**config.mk**
```make
export PLATFORM = sky130hd
export DESIGN_NAME = uart_rx_engine_flat
export DESIGN_NICKNAME = d
export VERILOG_FILES = /design/src/rtl/uart_rx_engine_if.sv /design/src/rtl/uart_rx_engine.sv /design/src/flat_wrapper.sv
export SDC_FILE = /design/constraint.sdc
export NUM_CORES = 1
export LEC_CHECK = 0
export BUFFER_PORTS_ARGS = -buffer_cell sky130_fd_sc_hd__buf_4
export CORE_MARGIN = 2
export CORE_UTILIZATION = 45
export CTS_CLUSTER_DIAMETER = 40
export CTS_CLUSTER_SIZE = 28
export DETAILED_ROUTE_END_ITERATION = 16
export PLACE_DENSITY = 0.67
export SLEW_MARGIN = 30
export SYNTH_ARGS = -nofsm -noshare
export SYNTH_HDL_FRONTEND = slang
export SYNTH_SLANG_ARGS = --single-unit
export TNS_END_PERCENT = 100
```
**constraint.sdc**
```tcl
create_clock -name clk -period 3.3 [get_ports clk]
set_input_delay 0.165 -clock clk [delete_from_list [all_inputs] [get_ports clk]]
set_output_delay 0.165 -clock clk [all_outputs]
set_load 0.01 [all_outputs]
```
**src/rtl/uart_rx_engine_if.sv**
```systemverilog
// Byte-delivery handshake between the UART receiver and its consumer.
// The receiver drives data, valid and per-frame flags; the consumer drives ready.
interface uart_rx_engine_if;
  logic [7:0] rx_data;
  logic       rx_valid;
  logic       rx_ready;
  logic       rx_parity_err;
  logic       rx_frame_err;

  modport master (
    output rx_data,
    output rx_valid,
    output rx_parity_err,
    output rx_frame_err,
    input  rx_ready
  );

  modport slave (
    input  rx_data,
    input  rx_valid,
    input  rx_parity_err,
    input  rx_frame_err,
    output rx_ready
  );
endinterface

```
**src/rtl/uart_rx_engine.sv**
```systemverilog
// Oversampling UART receiver: synchronizes the pin, deframes start/data/parity/stop
// using the live config fields, and hands bytes plus error flags to a valid/ready consumer.
module uart_rx_engine #(
  parameter int SYNC_STAGES = 2
) (
  input  logic                    clk,
  input  logic                    rst_n,
  input  logic [31:0]             clk_div,
  input  logic                    check_en,
  input  logic [1:0]              check_type,
  input  logic [1:0]              data_bit,
  input  logic [1:0]              stop_bit,
  input  logic                    uart_rx,
  uart_rx_engine_if.master        rx_if,
  output logic                    rx_overrun,
  output logic                    rx_busy,
  output logic [15:0]             rx_byte_count
);

  typedef enum logic [2:0] {
    IDLE,
    START,
    DATA,
    PARITY,
    STOP
  } state_e;

  state_e                 state_q;
  logic [SYNC_STAGES-1:0] sync_q;
  logic                   rxs;
  logic                   rxs_q;
  logic [31:0]            baud_q;
  logic [2:0]             bit_q;
  logic [7:0]             shift_q;
  logic                   perr_q;
  logic                   ferr_q;
  logic                   done_q;
  logic [7:0]             data_q;
  logic                   valid_q;
  logic                   perr_out_q;
  logic                   ferr_out_q;
  logic                   ovr_q;
  logic                   busy_q;
  logic [15:0]            cnt_q;

  logic [31:0]            half_m1;
  logic [31:0]            full_m1;
  logic [2:0]             last_bit;
  logic                   unused_stop_cfg;

  // Only the first stop bit is sampled; extra stop time is absorbed by idle edge detection.
  assign unused_stop_cfg = ^stop_bit;

  assign rxs      = sync_q[SYNC_STAGES-1];
  assign half_m1  = (clk_div >> 1) - 32'd1;
  assign full_m1  = clk_div - 32'd1;
  assign last_bit = {1'b0, data_bit} + 3'd4;

  function automatic logic parity_expected(input logic [7:0] d, input logic [1:0] t);
    case (t)
      2'b00:   return ^d;
      2'b01:   return ~(^d);
      2'b10:   return 1'b1;
      default: return 1'b0;
    endcase
  endfunction

  always_ff @(posedge clk) begin
    if (!rst_n) begin
      sync_q     <= '1;
      rxs_q      <= 1'b1;
      state_q    <= IDLE;
      baud_q     <= '0;
      bit_q      <= '0;
      shift_q    <= '0;
      perr_q     <= 1'b0;
      ferr_q     <= 1'b0;
      done_q     <= 1'b0;
      data_q     <= '0;
      valid_q    <= 1'b0;
      perr_out_q <= 1'b0;
      ferr_out_q <= 1'b0;
      ovr_q      <= 1'b0;
      busy_q     <= 1'b0;
      cnt_q      <= '0;
    end else begin
      sync_q <= {sync_q[SYNC_STAGES-2:0], uart_rx};
      rxs_q  <= rxs;
      done_q <= 1'b0;

      case (state_q)
        IDLE: begin
          if (rxs_q && !rxs) begin
            state_q <= START;
            baud_q  <= '0;
            busy_q  <= 1'b1;
          end
        end
        START: begin
          if (baud_q == half_m1) begin
            if (rxs) begin
              state_q <= IDLE;
              busy_q  <= 1'b0;
            end else begin
              state_q <= DATA;
              baud_q  <= '0;
              bit_q   <= '0;
              shift_q <= '0;
              perr_q  <= 1'b0;
              ferr_q  <= 1'b0;
            end
          end else begin
            baud_q <= baud_q + 32'd1;
          end
        end
        DATA: begin
          if (baud_q == full_m1) begin
            baud_q         <= '0;
            shift_q[bit_q] <= rxs;
            if (bit_q == last_bit) begin
              state_q <= check_en ? PARITY : STOP;
            end else begin
              bit_q <= bit_q + 3'd1;
            end
          end else begin
            baud_q <= baud_q + 32'd1;
          end
        end
        PARITY: begin
          if (baud_q == full_m1) begin
            baud_q  <= '0;
            perr_q  <= (rxs != parity_expected(shift_q, check_type));
            state_q <= STOP;
          end else begin
            baud_q <= baud_q + 32'd1;
          end
        end
        STOP: begin
          if (baud_q == full_m1) begin
            baud_q  <= '0;
            ferr_q  <= ~rxs;
            done_q  <= 1'b1;
            busy_q  <= 1'b0;
            cnt_q   <= cnt_q + 16'd1;
            state_q <= IDLE;
          end else begin
            baud_q <= baud_q + 32'd1;
          end
        end
        default: state_q <= IDLE;
      endcase

      // A completed frame wins over acceptance; it only counts as overrun if unaccepted.
      if (done_q) begin
        data_q     <= shift_q;
        perr_out_q <= perr_q;
        ferr_out_q <= ferr_q;
        valid_q    <= 1'b1;
        if (valid_q && !rx_if.rx_ready) begin
          ovr_q <= 1'b1;
        end
      end else if (valid_q && rx_if.rx_ready) begin
        valid_q <= 1'b0;
      end
    end
  end

  assign rx_if.rx_data       = data_q;
  assign rx_if.rx_valid      = valid_q;
  assign rx_if.rx_parity_err = perr_out_q;
  assign rx_if.rx_frame_err  = ferr_out_q;
  assign rx_overrun          = ovr_q;
  assign rx_busy             = busy_q;
  assign rx_byte_count       = cnt_q;

endmodule
```
**src/flat_wrapper.sv**
```systemverilog
// flat-port wrapper written by rule: the top's interface ports become plain ports
module uart_rx_engine_flat 
#(
  parameter int SYNC_STAGES = 2
)
  (clk, rst_n, clk_div, check_en, check_type, data_bit, stop_bit, uart_rx, rx_overrun, rx_busy, rx_byte_count, rx_if_rx_data, rx_if_rx_valid, rx_if_rx_parity_err, rx_if_rx_frame_err, rx_if_rx_ready);
  uart_rx_engine_if rx_if_i ();
  input  logic clk;
  input  logic rst_n;
  input  logic [31:0] clk_div;
  input  logic check_en;
  input  logic [1:0] check_type;
  input  logic [1:0] data_bit;
  input  logic [1:0] stop_bit;
  input  logic uart_rx;
  output logic rx_overrun;
  output logic rx_busy;
  output logic [15:0] rx_byte_count;
  output wire logic [$bits(rx_if_i.rx_data)-1:0] rx_if_rx_data;
  output wire logic [$bits(rx_if_i.rx_valid)-1:0] rx_if_rx_valid;
  output wire logic [$bits(rx_if_i.rx_parity_err)-1:0] rx_if_rx_parity_err;
  output wire logic [$bits(rx_if_i.rx_frame_err)-1:0] rx_if_rx_frame_err;
  input wire logic [$bits(rx_if_i.rx_ready)-1:0] rx_if_rx_ready;
  assign rx_if_rx_data = rx_if_i.rx_data;
  assign rx_if_rx_valid = rx_if_i.rx_valid;
  assign rx_if_rx_parity_err = rx_if_i.rx_parity_err;
  assign rx_if_rx_frame_err = rx_if_i.rx_frame_err;
  assign rx_if_i.rx_ready = rx_if_rx_ready;
  uart_rx_engine #(.SYNC_STAGES(SYNC_STAGES)) u_core (.clk(clk), .rst_n(rst_n), .clk_div(clk_div), .check_en(check_en), .check_type(check_type), .data_bit(data_bit), .stop_bit(stop_bit), .uart_rx(uart_rx), .rx_if(rx_if_i), .rx_overrun(rx_overrun), .rx_busy(rx_busy), .rx_byte_count(rx_byte_count));
endmodule
```
==> out/results.ini <==
[route]
firstDrtPassIters=5
drcViolationCount=0
avgRoutedWirePerCell_um=16.7
drt-initial-drc-count=566
routed_wl_um=18200
avgViaCountPerCell=5.91
ant_nets=0
vias=6447

[flow_run]
max-cap-violations=0

[hold_path]
hold_depth=4
min-delay-start=rx_if_rx_ready
hold_class=in2reg
min_to=u_core.rx_if.rx_valid

[die]
die_y_um=122
fp-row-count=43
num_io_pins=72
dieArea_um2=14800
die_w_um=122
start_util=0.455
core-area_um2=13700

[pwr]
power_density_nw_per_um2=327
combPwrFrac=0.140
clockPowerShare=0.467
p_total_uw=2520
cell_internal_pwr_uw=1890
p_seq_frac=0.393
sw_frac_of_total=0.251
p_leak_uw=0.00285
ir_drop_mv=0.263
switching_power_uw=633

[synthesis]
synthFlopType=dfxtp_1
synth_seq_area_share=0.260
syn_avg_cell_area_um2=7.72
synth_seq_cells=81
synth_cells=808
synth_nets=856
synthArstFlopShare=0
synth_edf_count=0
yosysUniqueCellTypes=68
yosys_warnings=0
syn_area_um2=6240

[critical_path]
rrSetupSlack_ns=0.34
worst_setup_path_end_kind=flop
startpoint_type=primary input
timing.rr.start=u_core.baud_q[3]
crit_required_ns=3.53
path_max_fanout=13
critPathKind=in2reg
r2r-end=u_core.rx_byte_count[14]
worstRegToRegCells=9
worstPathArrival_ns=3.34

[clocking]
clock_latency_ns=0.35
cts_htree_levels=3
clk_pin_slew_ns=0.06
cts_buffer_depth=2
numClockSinks=81
numCtsBuffers=9
cts-root-buf=clkbuf_16
cts_tree=done

[finish]
insertedDiodeCount=0
layout_commonest_cell=buf_4
utilization=0.562
n_fill_cell=1327
instances_no_fill=1090
nets=953
drive_gt1_frac=0.198
area_growth_pct=23.6
final_cell_mix=146 x buf_4, 81 x dfxtp_1, 72 x xnor2_1

[timing]
max_freq_mhz=322
report.final.slew_viol_count=0
fin_skew_ns=0.00579
setup_tns_ns=0
whs_ns=0.0945
min_period_over_period=0.942
finalSetupViolCount=0
rsz0062_at_grt=no
hold_viol=0
slew_headroom=0.555
tightest_slew_ns=0.666
period_needed_ns=3.11

[global_route]
grtUsageTotal=0.249
grt_pass1_vias=5703
grt_first_pass_wirelength_um=29200
grt_start_max_net_pins=33
grt_overflow=0
antenna_found_initial=0

[place]
gp_congestion=0.956
placed_cells_incl_taps=1073
dpl.hpwl_um=14000
io_buffer_count=69

[status]
status=completed

==> cells by family (layout without fill, tap and decap cells) <==
| group | after synthesis | after routing | share of synthesized area |
|---|---|---|---|
| DFF | 81 | 81 | 0.260 |
| muxes | 23 | 23 | 0.0371 |
| and+or+nand+nor | 341 | 341 | 0.302 |
| xor gates and xnor gates | 109 | 109 | 0.155 |
| buffers and inverters | 81 | 183 | 0.0546 |
| AOI/OAI and AO/OA | 168 | 168 | 0.181 |
| adders and majority gates | 5 | 5 | 0.0100 |
==> through the flow <==
| stage | setup slack [ns] | area (µm²) |
|---|---|---|
| 2_1_floorplan | 0.0234 | 6250 |
| 3_3_place_gp | -0.205 | 7330 |
| 3_5_place_dp | -0.268 | 7330 |
| 4_1_cts | 0.0744 | 7690 |
| 5_1_grt | 0.0134 | 7710 |
| 6_report | 0.191 | 7710 |
==> critical path, cell delays in order <==
cell and delay (ns):
buf_4 0.12, or4_4 0.53, or3_1 0.41, or3_1 0.33
a211o_1 0.31, a2111oi_4 0.37, and4_1 0.38, o22ai_1 0.15
o21ai_1 0.25, buf_4 0.25, a21oi_1 0.06
==> power groups by stage <==
stage / Combinational [µW] / Clock, µW / Sequential, µW
after global placement: 343 / 0 / 1010
final: 354 / 1180 / 989
after CTS: 349 / 1200 / 989
after detailed placement: 346 / 0 / 1010
after global routing: 385 / 1240 / 990
after floorplan: 210 / 0 / 1010
==> layer usage <==
layer | vias to the layer above | track usage | routed length, µm
met3 | 28 | 0.0323 | 1280
met2 | 252 | 0.384 | 8130
met5 | - | 0 | 0
met1 | 3000 | 0.357 | 8400
li1 | 3167 | - | -
met4 | 0 | 0.0826 | 364
==> layout make-up <==
| class | count | area, µm² | area share |
|---|---|---|---|
| Clock inverter | 7 | 125 | 0.0162 |
| Timing Repair Buffer | 149 | 1150 | 0.149 |
| Inverter | 18 | 67.6 | 0.00876 |
| Sequential cell | 81 | 1620 | 0.210 |
| Clock buffer | 9 | 225 | 0.0292 |
| Tap cell | 180 | 225 | 0.0292 |
| Multi-Input combinational cell | 646 | 4300 | 0.558 |
==> worst max-delay path by stage <==
stage                start                end  depth (start not counted)
2_1_floorplan  clk_div[14]     u_core.rx_busy                         10
3_3_place_gp   clk_div[14]  u_core.baud_q[20]                         11
3_5_place_dp   clk_div[14]  u_core.baud_q[28]                         11
4_1_cts        clk_div[14]  u_core.baud_q[28]                         11
5_1_grt        clk_div[14]  u_core.baud_q[11]                         11
6_report       clk_div[14]  u_core.baud_q[20]                         11
==> synth_stat cells (12+ instances only) <==
| master | n | area share |
|---|---|---|
| a21oi_1 | 33 | 0.026 |
| a31oi_1 | 32 | 0.032 |
| and3_1 | 18 | 0.018 |
| clkbuf_1 | 46 | 0.028 |
| dfxtp_1 | 81 | 0.26 |
| inv_1 | 17 | 0.010 |
| mux2i_1 | 22 | 0.035 |
| nand2_1 | 43 | 0.026 |
| nand2b_1 | 20 | 0.020 |
| nand3_1 | 37 | 0.030 |
| nand4_1 | 23 | 0.023 |
| nor2_1 | 63 | 0.038 |
| nor2b_1 | 12 | 0.012 |
| nor3_1 | 20 | 0.016 |
| nor4_1 | 34 | 0.034 |
| o21ai_0 | 37 | 0.030 |
| or3_1 | 19 | 0.019 |
| xnor2_1 | 72 | 0.10 |
| xor2_1 | 36 | 0.051 |
==> what timing repair did <==
item                                    4_1_cts  5_1_grt
endpoints found under the setup margin        0       39
resized for setup                             0        3
endpoints found under the hold margin         1        0
hold buffers                                  1        0
buffers inserted                              0        0
==> flip-flops by register name, indices dropped and copies added, names as in the netlist <==
name	count
u_core.baud_q	32
u_core.bit_q	3
u_core.done_q	1
u_core.ferr_q	1
u_core.perr_q	1
u_core.rx_busy	1
u_core.rx_byte_count	16
u_core.rx_if.rx_data	8
u_core.rx_if.rx_frame_err	1
u_core.rx_if.rx_parity_err	1
u_core.rx_if.rx_valid	1
u_core.rx_overrun	1
u_core.rxs_q	1
u_core.shift_q	8
u_core.state_q	3
u_core.sync_q	2
(Power assumes the default switching activity.)
